## src/rtl/uart_tx_frame.sv

```systemverilog
// UART frame transmitter: start bit, 7/8 data bits (LSB first), optional parity and 1/2 stop bits.
// Frame configuration and baud divisor are captured at acceptance and held constant for the whole frame.
module uart_tx_frame #(
    parameter int DBITS     = 8,
    parameter int BAUD_DIV0 = 5208,
    parameter int BAUD_DIV1 = 2604,
    parameter int BAUD_DIV2 = 868,
    parameter int BAUD_DIV3 = 434
) (
    input  logic             i_clk,
    input  logic             i_rst,
    input  logic             i_valid,
    output logic             o_ready,
    input  logic [DBITS-1:0] i_data,
    input  logic [1:0]       i_par,
    input  logic             i_d_num,
    input  logic             i_s_num,
    input  logic [1:0]       i_bd_rate,
    output logic             o_tx,
    output logic             o_busy,
    output logic             o_tx_done
);

    localparam int CNT_W = $clog2(DBITS + 1);

    localparam logic [15:0] DIV0 = 16'(BAUD_DIV0);
    localparam logic [15:0] DIV1 = 16'(BAUD_DIV1);
    localparam logic [15:0] DIV2 = 16'(BAUD_DIV2);
    localparam logic [15:0] DIV3 = 16'(BAUD_DIV3);

    localparam logic [CNT_W-1:0] LAST_BIT_FULL  = CNT_W'(DBITS - 1);
    localparam logic [CNT_W-1:0] LAST_BIT_SHORT = CNT_W'(DBITS - 2);

    typedef enum logic [2:0] {
        IDLE,
        START,
        DATA,
        PARITY,
        STOP
    } state_t;

    state_t            state_reg,   state_next;
    logic [15:0]       timer_reg,   timer_next;
    logic [CNT_W-1:0]  bit_cnt_reg, bit_cnt_next;
    logic [DBITS-1:0]  shift_reg,   shift_next;
    logic [15:0]       div_reg,     div_next;
    logic              par_en_reg,  par_en_next;
    logic              par_bit_reg, par_bit_next;
    logic              d_num_reg,   d_num_next;
    logic              s_num_reg,   s_num_next;
    logic              tx_reg,      tx_next;
    logic              done_reg,    done_next;

    logic [DBITS-1:0]  data_masked;
    logic [15:0]       div_sel;
    logic              bit_end;
    logic [CNT_W-1:0]  last_bit;
    logic [CNT_W-1:0]  last_stop;

    // In 7-bit mode the top data bit is dropped so it cannot leak into shifting or parity.
    genvar gi;
    generate
        for (gi = 0; gi < DBITS; gi++) begin : g_mask
            if (gi == DBITS - 1) begin : g_top
                assign data_masked[gi] = i_data[gi] & i_d_num;
            end else begin : g_low
                assign data_masked[gi] = i_data[gi];
            end
        end
    endgenerate

    always_comb begin
        div_sel = DIV0;
        case (i_bd_rate)
            2'b00:   div_sel = DIV0;
            2'b01:   div_sel = DIV1;
            2'b10:   div_sel = DIV2;
            default: div_sel = DIV3;
        endcase
    end

    assign bit_end   = (timer_reg == div_reg - 16'd1);
    assign last_bit  = d_num_reg ? LAST_BIT_FULL : LAST_BIT_SHORT;
    assign last_stop = {{(CNT_W-1){1'b0}}, s_num_reg};

    always_comb begin
        state_next   = state_reg;
        timer_next   = timer_reg;
        bit_cnt_next = bit_cnt_reg;
        shift_next   = shift_reg;
        div_next     = div_reg;
        par_en_next  = par_en_reg;
        par_bit_next = par_bit_reg;
        d_num_next   = d_num_reg;
        s_num_next   = s_num_reg;
        tx_next      = tx_reg;
        done_next    = 1'b0;

        if (state_reg != IDLE) begin
            timer_next = bit_end ? 16'd0 : timer_reg + 16'd1;
        end

        case (state_reg)
            IDLE: begin
                tx_next = 1'b1;
                if (i_valid) begin
                    state_next   = START;
                    timer_next   = 16'd0;
                    bit_cnt_next = '0;
                    shift_next   = data_masked;
                    div_next     = div_sel;
                    par_en_next  = (i_par == 2'b01) || (i_par == 2'b10);
                    par_bit_next = (^data_masked) ^ (i_par == 2'b10);
                    d_num_next   = i_d_num;
                    s_num_next   = i_s_num;
                    tx_next      = 1'b0;
                end
            end
            START: begin
                if (bit_end) begin
                    state_next = DATA;
                    tx_next    = shift_reg[0];
                end
            end
            DATA: begin
                if (bit_end) begin
                    if (bit_cnt_reg == last_bit) begin
                        bit_cnt_next = '0;
                        if (par_en_reg) begin
                            state_next = PARITY;
                            tx_next    = par_bit_reg;
                        end else begin
                            state_next = STOP;
                            tx_next    = 1'b1;
                        end
                    end else begin
                        // Bit 1 of the current word becomes bit 0 after this shift.
                        bit_cnt_next = bit_cnt_reg + 1'b1;
                        shift_next   = shift_reg >> 1;
                        tx_next      = shift_reg[1];
                    end
                end
            end
            PARITY: begin
                if (bit_end) begin
                    state_next = STOP;
                    tx_next    = 1'b1;
                end
            end
            STOP: begin
                tx_next = 1'b1;
                if (bit_end) begin
                    if (bit_cnt_reg == last_stop) begin
                        state_next   = IDLE;
                        bit_cnt_next = '0;
                        done_next    = 1'b1;
                    end else begin
                        bit_cnt_next = bit_cnt_reg + 1'b1;
                    end
                end
            end
            default: begin
                state_next = IDLE;
                tx_next    = 1'b1;
            end
        endcase
    end

    always_ff @(posedge i_clk) begin
        if (i_rst) begin
            state_reg   <= IDLE;
            timer_reg   <= 16'd0;
            bit_cnt_reg <= '0;
            shift_reg   <= '0;
            div_reg     <= DIV0;
            par_en_reg  <= 1'b0;
            par_bit_reg <= 1'b0;
            d_num_reg   <= 1'b1;
            s_num_reg   <= 1'b0;
            tx_reg      <= 1'b1;
            done_reg    <= 1'b0;
        end else begin
            state_reg   <= state_next;
            timer_reg   <= timer_next;
            bit_cnt_reg <= bit_cnt_next;
            shift_reg   <= shift_next;
            div_reg     <= div_next;
            par_en_reg  <= par_en_next;
            par_bit_reg <= par_bit_next;
            d_num_reg   <= d_num_next;
            s_num_reg   <= s_num_next;
            tx_reg      <= tx_next;
            done_reg    <= done_next;
        end
    end

    assign o_ready   = (state_reg == IDLE);
    assign o_busy    = (state_reg != IDLE);
    assign o_tx      = tx_reg;
    assign o_tx_done = done_reg;

endmodule
```

## config.mk

```make
export PLATFORM = sky130hd
export DESIGN_NAME = uart_tx_frame
export DESIGN_NICKNAME = d
export VERILOG_FILES = /design/src/rtl/uart_tx_frame.sv
export SDC_FILE = /design/constraint.sdc
export NUM_CORES = 1
export LEC_CHECK = 0
export ABC_AREA = 1
export CORE_ASPECT_RATIO = 1.1
export CORE_UTILIZATION = 50
export CTS_CLUSTER_DIAMETER = 50
export DETAILED_ROUTE_END_ITERATION = 12
export GPL_TIMING_DRIVEN = 1
export PLACE_DENSITY = 0.69
export SLEW_MARGIN = 30
export SYNTH_ARGS = -nofsm -noshare
export SYNTH_HDL_FRONTEND = slang
export SYNTH_SLANG_ARGS = --single-unit
```

## constraint.sdc

```tcl
create_clock -name i_clk -period 4.1 [get_ports i_clk]
set_input_delay 0.82 -clock i_clk [delete_from_list [all_inputs] [get_ports i_clk]]
set_output_delay 0.82 -clock i_clk [all_outputs]
set_load 0.1 [all_outputs]
```

Yosys cells after proc, flatten, opt, wreduce, memory -nomap -nowiden
Index checks and enable logic that the tools add are counted.
W data, S select, Z words.
{ "op_classes": {"n_addsub": 3, "eq_ne": 19, "n_mux": 33, "bitwise_logic": 4, "n_reduce_logical": 13} }
{ "ops": {"columns": ["operator", "n"], "rows": [
  ["$mux W16", 4],
  ["$pmux W13 S3", 1],
  ["$mux W3", 8],
  ["$mux W8", 3],
  ["$mux W4", 5],
  ["$add A16 B1 Y16 const B", 1],
  ["$eq A16 B16 Y1", 1],
  ["$ne A2 B2 Y1 const B", 8],
  ["$pmux W8 S2", 1],
  ["$sub A16 B1 Y16 const B", 1],
  ["$pmux W3 S5", 1],
  ["$pmux W4 S3", 1],
  ["$mux W1", 8],
  ["$reduce_and A4 Y1", 2],
  ["$reduce_xor A8 Y1", 1],
  ["$reduce_and A7 Y1", 1],
  ["$eq A3 B2 Y1 const B", 2],
  ["$reduce_bool A3 Y1", 2],
  ["$add A4 B1 Y4 const B", 1],
  ["$eq A2 B1 Y1 const B", 2],
  ["$eq A2 B2 Y1 const B", 2],
  ["$eq A4 B1 Y1", 1],
  ["$eq A4 B3 Y1", 1],
  ["$pmux W1 S4", 1],
  ["other kinds (12)", 13]
]} }
{ "totals": {"regBits": 53, "out_inout_bits": 4, "elab_cells": 83} }

Depth between registers and ports, before layout
Gate-level depths: netlist (run 1).
{ "logic_depth": {"ltp_word": 6, "mapped_depth": 18, "ltp_nobuf": 17} }

Worst setup path before layout (run 1)
No wires, ideal clock.
{ "synth_timing": {"path_kind": "register to register", "start": "register state_reg[2]", "end": "register timer_reg[14]", "setup_ns": 0.109, "t_arrival_ns": 2.943, "t_required_ns": 3.991, "path_slack_ns": 1.048, "path_stages_with_launch": 15, "period_less_slack_ns": 3.052, "path_cell_list": "dfxtp_1 -> inv_2 -> nand2_2 -> nor2_2 -> inv_2 -> nor2_1 -> inv_1 -> buf_2 -> nand2_1 -> inv_1 -> nand2_1 -> buf_2 -> nor2_1 -> nand2_1 -> inv_1"} }
{ "synth_between": {"elab_cells_between_ends": 5, "classes_between": "3 x mux; 2 x reduce/logical"} }
{ "synth_lines": {"columns": ["item", "line", "text"], "rows": [
  ["start: declaration", "42", "state_t state_reg, state_next;"],
  ["start signal: assignment", "183", "state_reg <= state_next;"],
  ["$logic_not A3 Y1", null, null],
  ["net o_ready", "13", "output logic o_ready,"],
  ["$mux W16", "103", "case (state_reg)"],
  ["end signal: assignment", "184", "timer_reg <= timer_next;"],
  ["end: declaration", "43", "logic [15:0] timer_reg, timer_next;"]
]} }
The timed path passes the listed nets, and every way through them passes these cells.
A chain may end at the register's enable or synchronous reset.

Final worst setup path (run 1)
{ "layout_timing": {"start": "register state_reg[2]", "end": "output port o_busy"} }
{ "layout_between": {"elab_chain_cells": 1} }
{ "layout_lines": {"columns": ["item", "line", "text"], "rows": [
  ["$reduce_bool A3 Y1", "198", "assign o_busy = (state_reg != IDLE);"],
  ["end: declaration", "20", "output logic o_busy,"]
]} }
Every way passes these cells.

==> impl_metrics.tcl, run 1 <==
set metrics [dict create \
    critPathMaxFanout 8 \
    pwr-share-seq 0.336 \
    cp_cell_sequence "inv_2, nand2_2, nor2_2, inv_2, clkdlybuf4s50_1" \
    ioPinCount 21 \
    multi_input_comb_area_mm2 0.001842 \
    drc 0 \
    setup_viol 0 \
    hold_viol_final 0 \
    ys_seq_elements 46 \
    switchingPower_uw 961.8 \
    worstPathRequired_ps 3280 \
    timing.fmax_mhz 327.7 \
    cts_buffers 5 \
    core_mm2 0.005842 \
    cts_resized 0 \
    rsz0062_at_grt "no" \
    vias 2795 \
    die_x_um 76.48 \
    synthArstFlopShare 0 \
    power.internal_uw 1040 \
    clk_pin_slew_ps 80 \
    syn_inst 451 \
    min_path_type "flop to flop" \
    post-route-min-period_ps 3051 \
    cts_tree "done" \
    ys.flop_type "dfxtp_1" \
    grt_pass1_vias 2735 \
    viasPerCell 5.091 \
    layout-drive-gt1-share 0.1081 \
    total_power_uw 2002 \
    synth_top_area_share 0.3019 \
    setup.worst_path.start_class "flop" \
    cts.sinks 46 \
    dieArea_mm2 0.006418 \
    synth_nets 478 \
    yosysSeqAreaShare 0.3019 \
    cp_slowest_stage_delay_ps 1150 \
    drtAntennaViolNets 0 \
    die_h_um 83.92 \
    clockRootBuffer "clkbuf_8" \
    grt_usage 0.2203 \
    grt_antenna_before_repair 0 \
    fillCellCount 580 \
    outcome "finished, final reports clean" \
    skew_ps 5.594 \
    final_cell_mix "96 x nand2_1, 62 x nor2_1, 55 x inv_1" \
    p_comb_frac 0.521 \
    worst_pin_slew_ps 964.5 \
    holdWs_ps 466.2 \
    regArea_um2 920.9 \
    crit_top_cell "inv_2" \
    clock_latency_ps 290 \
    ys_types 38 \
    io_buffers 20 \
    hpwl_um 5122 \
    slew_headroom 0.3550 \
    overflow 0 \
    dpl_cell_area_mm2 0.003307 \
    ys.warnings.count 0 \
    antennaDiodeCount 0 \
    start_util 0.5222 \
    avgSynthCellArea_um2 6.764 \
    crit_type "flop to primary output" \
    switching_share 0.4804 \
    p_leak_uw 0.001533 \
    grt_max_degree 19 \
    wl_um 6443 \
    nNetsFinal 498 \
    cts_hold_buf 0 \
    crit_slowest_cell "clkdlybuf4s50_1" \
    netlist_area_mm2 0.003050 \
    largest_reg_flops 16 \
    wl_per_cell_um 11.74 \
    fin_setup_tns_ps 0 \
    layout_commonest_cell "nand2_1" \
    synth_edf_count 0 \
    report.final.slew_viol_count 0 \
    dr.pass1.iters 5 \
    area_growth_pct 11.40 \
    grt_pass1_wl_um 11520 \
    synthTopCellsByArea "dfxtp_1 30%, nand2_1 12%, nor2_1 7.6%" \
    yosysTopAreaCell "dfxtp_1" \
    clockBufferDepth 2 \
    cts_setup_buffers 0 \
    cp-end-kind "primary output" \
    first_iter_violations 131 \
    crit_arrival_ps 2230 \
    max-vdd-ir-drop_uv 455.1 \
    rows 29 \
    htreeDepth 2 \
    fin_area_mm2 0.003398 \
    gp_congestion 0.8450 \
    fin_crit_sh 0.7442 \
    power.density_mw_per_mm2 589.2 \
    max-cap-violations 0 \
    p_clk_frac 0.142 \
]
-- cells by family (layout without fill, tap and decap cells) --
kind of cell / after synthesis / after routing / share of synthesized area
DFF: 46 / 46 / 0.3019
AOI/OAI and AO/OA: 64 / 64 / 0.1280
xor gates and xnor gates: 22 / 22 / 0.06316
and+or+nand+nor: 237 / 237 / 0.3716
adders and majority gates: 10 / 10 / 0.04102
buffers and inverters: 72 / 93 / 0.09434
-- worst max-delay path, delay by kind of cell, from the launching register on --
family,cells,cell delay (ps)
buffers and inverters,3,1350
DFF,1,420
and+or+nand+nor,2,170
-- final cells by class --
class                      instances  area share
tap                               77     0.02835
inverter                          64     0.07069
clock buffer                       7     0.02541
multi-input combinational        333      0.5420
timing repair buffer              21     0.06112
sequential                        46      0.2710
clock inverter                     1    0.001473
-- power by group through the flow --
stage | Clock [uW] | Combinational, uW | Sequential [uW]
floorplan | 0 | 851 | 684
global placement | 0 | 1040 | 681
detailed placement | 0 | 1050 | 684
CTS | 294 | 1050 | 673
global route | 309 | 1190 | 686
finish | 285 | 1040 | 673
-- synthesized netlist by cell type, types with 4 or more instances --
library cell / count
nand2_4: 5
nand4_1: 4
ha_1: 10
nor2_1: 62
clkbuf_1: 4
o21ai_0: 25
xnor2_1: 11
a211oi_1: 6
inv_2: 7
nand2_1: 96
dfxtp_1: 46
nor2_2: 10
nand2_2: 6
a21oi_1: 19
xor2_1: 11
inv_1: 55
nor2_4: 5
nand3_1: 33
-- per-stage QoR --
step / utilization / instances / setup slack, ps
after CTS: 0.5817 / 549 / 1027
after detailed placement: 0.5661 / 541 / 1020
after global placement: 0.5661 / 541 / 1044
final: 0.5817 / 549 / 1049
after floorplan: - / 451 / 1048
after global routing: 0.5817 / 549 / 945.2
-- final timing paths --
| kind | start | endpoint | slack, ps | cells past startpoint |
|---|---|---|---|---|
| hold / removal | shift_reg[7]$_SDFFE_PP0P_ | shift_reg[7]$_SDFFE_PP0P_ | 470 | 2 |
| setup / recovery | state_reg[2]$_SDFFE_PP0P_ | o_busy | 1050 | 5 |
| setup reg to reg | div_reg[7]$_SDFFE_PP0P_ | timer_reg[15]$_SDFF_PP0_ | 1380 | 16 |
| hold reg to reg | shift_reg[7]$_SDFFE_PP0P_ | shift_reg[7]$_SDFFE_PP0P_ | 470 | 2 |
-- routing by layer --
layer,routed length [um],vias up,global-route usage
met5,0,-,0
met4,219,0,0.09965
met3,169,14,0.03497
met2,3287,53,0.4136
met1,2766,1256,0.2396
li1,-,1472,-
No activity file was read; power rests on OpenSTA's default activity.
==> inputs of run 2 (changes only) <==
==> constraint.sdc (replaced) <==
create_clock -name i_clk -period 3.1 [get_ports i_clk]
set_input_delay 0.62 -clock i_clk [delete_from_list [all_inputs] [get_ports i_clk]]
set_output_delay 0.62 -clock i_clk [all_outputs]
set_load 0.1 [all_outputs]
==> impl_metrics.tcl, run 2 (same netlist as run 1, synthesis figures left out) <==
set metrics [dict create \
    cp_cell_sequence "inv_2, ha_1, nand2_1, inv_1, nor2_1, nand2_1, nor2_1, nand2_1, nor2_1, nand2_2, nor2_4, nand3_1, nand2_1, inv_1, o21ai_0, a21oi_1" \
    hpwl_um 5440 \
    area_growth_pct 11.32 \
    grt_max_degree 18 \
    clock_latency_ps 300 \
    rsz0062_at_grt "no" \
    skew_ps 7.320 \
    largest_reg_flops 16 \
    cts_tree "done" \
    ioPinCount 21 \
    fin_setup_tns_ps 0 \
    dieArea_mm2 0.006418 \
    timing.fmax_mhz 374.6 \
    slew_headroom 0.6847 \
    min_path_type "flop to flop" \
    fillCellCount 603 \
    cts_hold_buf 0 \
    nNetsFinal 501 \
    p_leak_uw 0.001543 \
    max-vdd-ir-drop_uv 470.2 \
    clockBufferDepth 2 \
    layout-drive-gt1-share 0.1181 \
    rows 29 \
    setup_viol 0 \
    holdWs_ps 460.0 \
    worstPathRequired_ps 3290 \
    grt_usage 0.2297 \
    wl_per_cell_um 12.10 \
    cp_slowest_stage_delay_ps 620 \
    io_buffers 20 \
    final_cell_mix "96 x nand2_1, 62 x nor2_1, 55 x inv_1" \
    cts_buffers 5 \
    cts_resized 0 \
    crit_arrival_ps 2860 \
    crit_top_cell "nand2_1" \
    clk_pin_slew_ps 80 \
    antennaDiodeCount 0 \
    cts_setup_buffers 0 \
    drc 0 \
    worst_pin_slew_ps 472.2 \
    core_mm2 0.005842 \
    fin_crit_sh 0.8612 \
    vias 2802 \
    htreeDepth 2 \
    dr.pass1.iters 4 \
    wl_um 6669 \
    crit_slowest_cell "dfxtp_1" \
    clockRootBuffer "clkbuf_8" \
    power.density_mw_per_mm2 775.0 \
    setup.worst_path.start_class "flop" \
    post-route-min-period_ps 2670 \
    grt_pass1_vias 2761 \
    grt_antenna_before_repair 0 \
    overflow 0 \
    drtAntennaViolNets 0 \
    dpl_cell_area_mm2 0.003319 \
    crit_type "flop to flop" \
    report.final.slew_viol_count 0 \
    layout_commonest_cell "nand2_1" \
    grt_pass1_wl_um 11860 \
    first_iter_violations 74 \
    fin_area_mm2 0.003396 \
    gp_congestion 0.8461 \
    outcome "finished, final reports clean" \
    start_util 0.5222 \
    multi_input_comb_area_mm2 0.001842 \
    max-cap-violations 0 \
    cp-end-kind "flop" \
    die_h_um 83.92 \
    viasPerCell 5.085 \
    critPathMaxFanout 12 \
    cts.sinks 46 \
    die_x_um 76.48 \
    hold_viol_final 0 \
    regArea_um2 920.9 \
]
==> run 2: through the flow <==
| stage | power [uW] | utilization | instances | setup slack, ps |
|---|---|---|---|---|
| after floorplan | 2030 | - | 451 | 48.37 |
| after global placement | 2271 | 0.5682 | 544 | 524.8 |
| after CTS | 2654 | 0.5813 | 551 | 423.7 |
| after detailed placement | 2305 | 0.5682 | 544 | 434.0 |
| after global routing | 2866 | 0.5813 | 551 | 147.4 |
| final | 2632 | 0.5813 | 551 | 430.3 |
==> run 2: worst paths after layout <==
path,from,end,slack [ps],cells past startpoint
max,div_reg[7]$_SDFFE_PP0P_,timer_reg[15]$_SDFF_PP0_,430,16
min,shift_reg[2]$_SDFFE_PP0P_,shift_reg[2]$_SDFFE_PP0P_,460,2
max reg2reg,div_reg[7]$_SDFFE_PP0P_,timer_reg[15]$_SDFF_PP0_,430,16
min reg2reg,shift_reg[2]$_SDFFE_PP0P_,shift_reg[2]$_SDFFE_PP0P_,460,2
==> run 2: cell type report <==
type                            count  area share
Multi-Input combinational cell    333      0.5424
Sequential cell                    46      0.2712
Inverter                           64     0.07074
Timing Repair Buffer               24     0.06485
Tap cell                           77     0.02837
Clock buffer                        7     0.02248
==> run 2: report_power, final <==
| group | switching [uW] | total [uW] | internal, uW |
|---|---|---|---|
| Combinational | 943 | 1400 | 456 |
| Sequential | 153 | 892 | 739 |
| Clock | 186 | 341 | 155 |
| Total | 1280 | 2630 | 1350 |
==> run 2: critical path: cells and delay by family, from the launching register on <==
family                     cells  cell delay (ps)
AOI/OAI and AO/OA              2              150
DFF                            1              620
buffers and inverters          3              310
adders and majority gates      1              330
and+or+nand+nor               10             1150
==> run 2: per-layer routing <==
| layer | vias to the layer above | routed length, um | global-route usage |
|---|---|---|---|
| met4 | 0 | 161 | 0.09091 |
| li1 | 1476 | - | - |
| met5 | - | 0 | 0 |
| met1 | 1280 | 2845 | 0.2394 |
| met3 | 14 | 165 | 0.03497 |
| met2 | 32 | 3497 | 0.4513 |
==> inputs of run 3 (changes only) <==
==> constraint.sdc (replaced) <==
create_clock -name i_clk -period 3.1 [get_ports i_clk]
set_input_delay 0.62 -clock i_clk [delete_from_list [all_inputs] [get_ports i_clk]]
set_output_delay 0.62 -clock i_clk [all_outputs]
set_load 0.01 [all_outputs]
==> impl_metrics.tcl, run 3 (same netlist as run 1, synthesis figures left out) <==
set metrics [dict create \
    outcome "finished, final reports clean" \
    dp_slack_ps 419.5 \
    cts_buffers 5 \
    hold_path_depth 2 \
    io_buffers 20 \
    fin_crit_sh 0.8551 \
    hold_path_end "shift_reg[2]$_SDFFE_PP0P_" \
    cp_cell_sequence "inv_2, ha_1, nand2_1, inv_1, nor2_1, nand2_1, nor2_1, nand2_1, nor2_1, nand2_2, nor2_4, nand3_1, nand2_1, inv_1, o21ai_0, a21oi_1" \
    setup.worst_path.start_class "flop" \
    wl_per_cell_um 12.23 \
    first_iter_violations 98 \
    crit_cells 16 \
    gp_congestion 0.8669 \
    dp_cells 544 \
    holdWs_ps 462.1 \
    largest_reg_flops 16 \
    vias 2801 \
    grt_pass1_vias 2792 \
    die_x_um 76.48 \
    ioPinCount 21 \
    cts_resized 0 \
    setup_viol 0 \
    cts_hold_buf 0 \
    power.density_mw_per_mm2 728.0 \
    post-route-min-period_ps 2651 \
    min_path_type "flop to flop" \
    layout_commonest_cell "nand2_1" \
    dieArea_mm2 0.006418 \
    antennaDiodeCount 0 \
    area_growth_pct 12.14 \
    viasPerCell 5.074 \
    grt_antenna_before_repair 0 \
    rows 29 \
    worst_pin_slew_ps 489.8 \
    clockRootBuffer "clkbuf_8" \
    timing.fmax_mhz 377.2 \
    dr.pass1.iters 4 \
    cts.sinks 46 \
    rsz0062_at_grt "no" \
    worstPathRequired_ps 3290 \
    max-cap-violations 0 \
    final_cell_mix "96 x nand2_1, 62 x nor2_1, 55 x inv_1" \
    fillCellCount 595 \
    wl_um 6750 \
    r2r-start "div_reg[7]$_SDFFE_PP0P_" \
    layout-drive-gt1-share 0.1137 \
    cts_setup_buffers 0 \
    p_leak_uw 0.001548 \
    start_util 0.5222 \
    critPathMaxFanout 12 \
    report.final.slew_viol_count 0 \
    grt_max_degree 18 \
    hold_path.startpoint "shift_reg[2]$_SDFFE_PP0P_" \
    hold_viol_final 0 \
    cp_slowest_stage_delay_ps 630 \
    core_mm2 0.005842 \
    nNetsFinal 501 \
    cp-end-kind "flop" \
    max-vdd-ir-drop_uv 459.3 \
    worstReg2RegEnd "timer_reg[15]$_SDFF_PP0_" \
    slew_headroom 0.6730 \
    hpwl_um 5473 \
    skew_ps 6.000 \
    clockBufferDepth 2 \
    cp_top_family "simple AND/OR/NAND/NOR gates" \
    drtAntennaViolNets 0 \
    crit_arrival_ps 2850 \
    clk_pin_slew_ps 80 \
    fin_ws_ps 449.2 \
    path_buf_inv 3 \
    grt_usage 0.2341 \
    fin_setup_tns_ps 0 \
    crit_type "flop to flop" \
    clock_latency_ps 300 \
    instances_no_fill 552 \
    crit_slowest_cell "dfxtp_1" \
    post-route-util 0.5856 \
    cts_tree "done" \
    crit_top_cell "nand2_1" \
    reg2reg_depth 16 \
    grt_pass1_wl_um 12180 \
    htreeDepth 2 \
    overflow 0 \
    regToRegSetupSlack_ps 450 \
    die_h_um 83.92 \
    drc 0 \
]
[run 3: how the worst max path moves through the flow]
stage | startpoint | endpoint
2_1_floorplan | div_reg[7]$_SDFFE_PP0P_ | shift_reg[6]$_SDFFE_PP0P_
3_3_place_gp | div_reg[7]$_SDFFE_PP0P_ | timer_reg[15]$_SDFF_PP0_
3_5_place_dp | div_reg[7]$_SDFFE_PP0P_ | timer_reg[15]$_SDFF_PP0_
4_1_cts | div_reg[7]$_SDFFE_PP0P_ | timer_reg[15]$_SDFF_PP0_
5_1_grt | div_reg[7]$_SDFFE_PP0P_ | timer_reg[15]$_SDFF_PP0_
6_report | div_reg[7]$_SDFFE_PP0P_ | timer_reg[15]$_SDFF_PP0_
[run 3: cell type report]
| class | count | area [um2] | area share |
|---|---|---|---|
| Timing Repair Buffer | 24 | 230.2 | 0.06730 |
| Clock inverter | 1 | 5.005 | 0.001463 |
| Inverter | 64 | 240.2 | 0.07023 |
| Multi-Input combinational cell | 333 | 1842 | 0.5384 |
| Sequential cell | 46 | 920.9 | 0.2692 |
| Clock buffer | 7 | 86.33 | 0.02524 |
| Tap cell | 77 | 96.34 | 0.02816 |
[run 3: metal layers]
layer | GRT usage | part of all wire | vias up
met1 | 0.2497 | 0.43 | 1271
met3 | 0.03607 | 0.023 | 12
met4 | 0.1014 | 0.027 | 0
met5 | 0 | 0 | -
li1 | - | - | 1485
met2 | 0.4488 | 0.52 | 33
[run 3: through the flow]
stage | total power (uW) | cell area, um2
after floorplan | 1844 | 3050
after global placement | 2093 | 3329
after detailed placement | 2135 | 3329
after CTS | 2514 | 3421
after global routing | 2718 | 3421
final | 2490 | 3421
[run 3: worst reg2reg max path, stage by stage (launching register included)]
cell,delay [ps]
dfxtp_1,630
inv_2,130
ha_1,340
nand2_1,70
inv_1,30
nor2_1,80
nand2_1,60
nor2_1,130
nand2_1,60
nor2_1,110
nand2_2,80
nor2_4,130
nand3_1,70
nand2_1,320
inv_1,130
o21ai_0,100
a21oi_1,50
[run 3: report_power, final]
| group | switching [uW] | total (uW) | internal (uW) |
|---|---|---|---|
| sequential | 154 | 893 | 739 |
| combinational | 760 | 1230 | 467 |
| clock | 191 | 371 | 180 |
| total | 1100 | 2490 | 1390 |
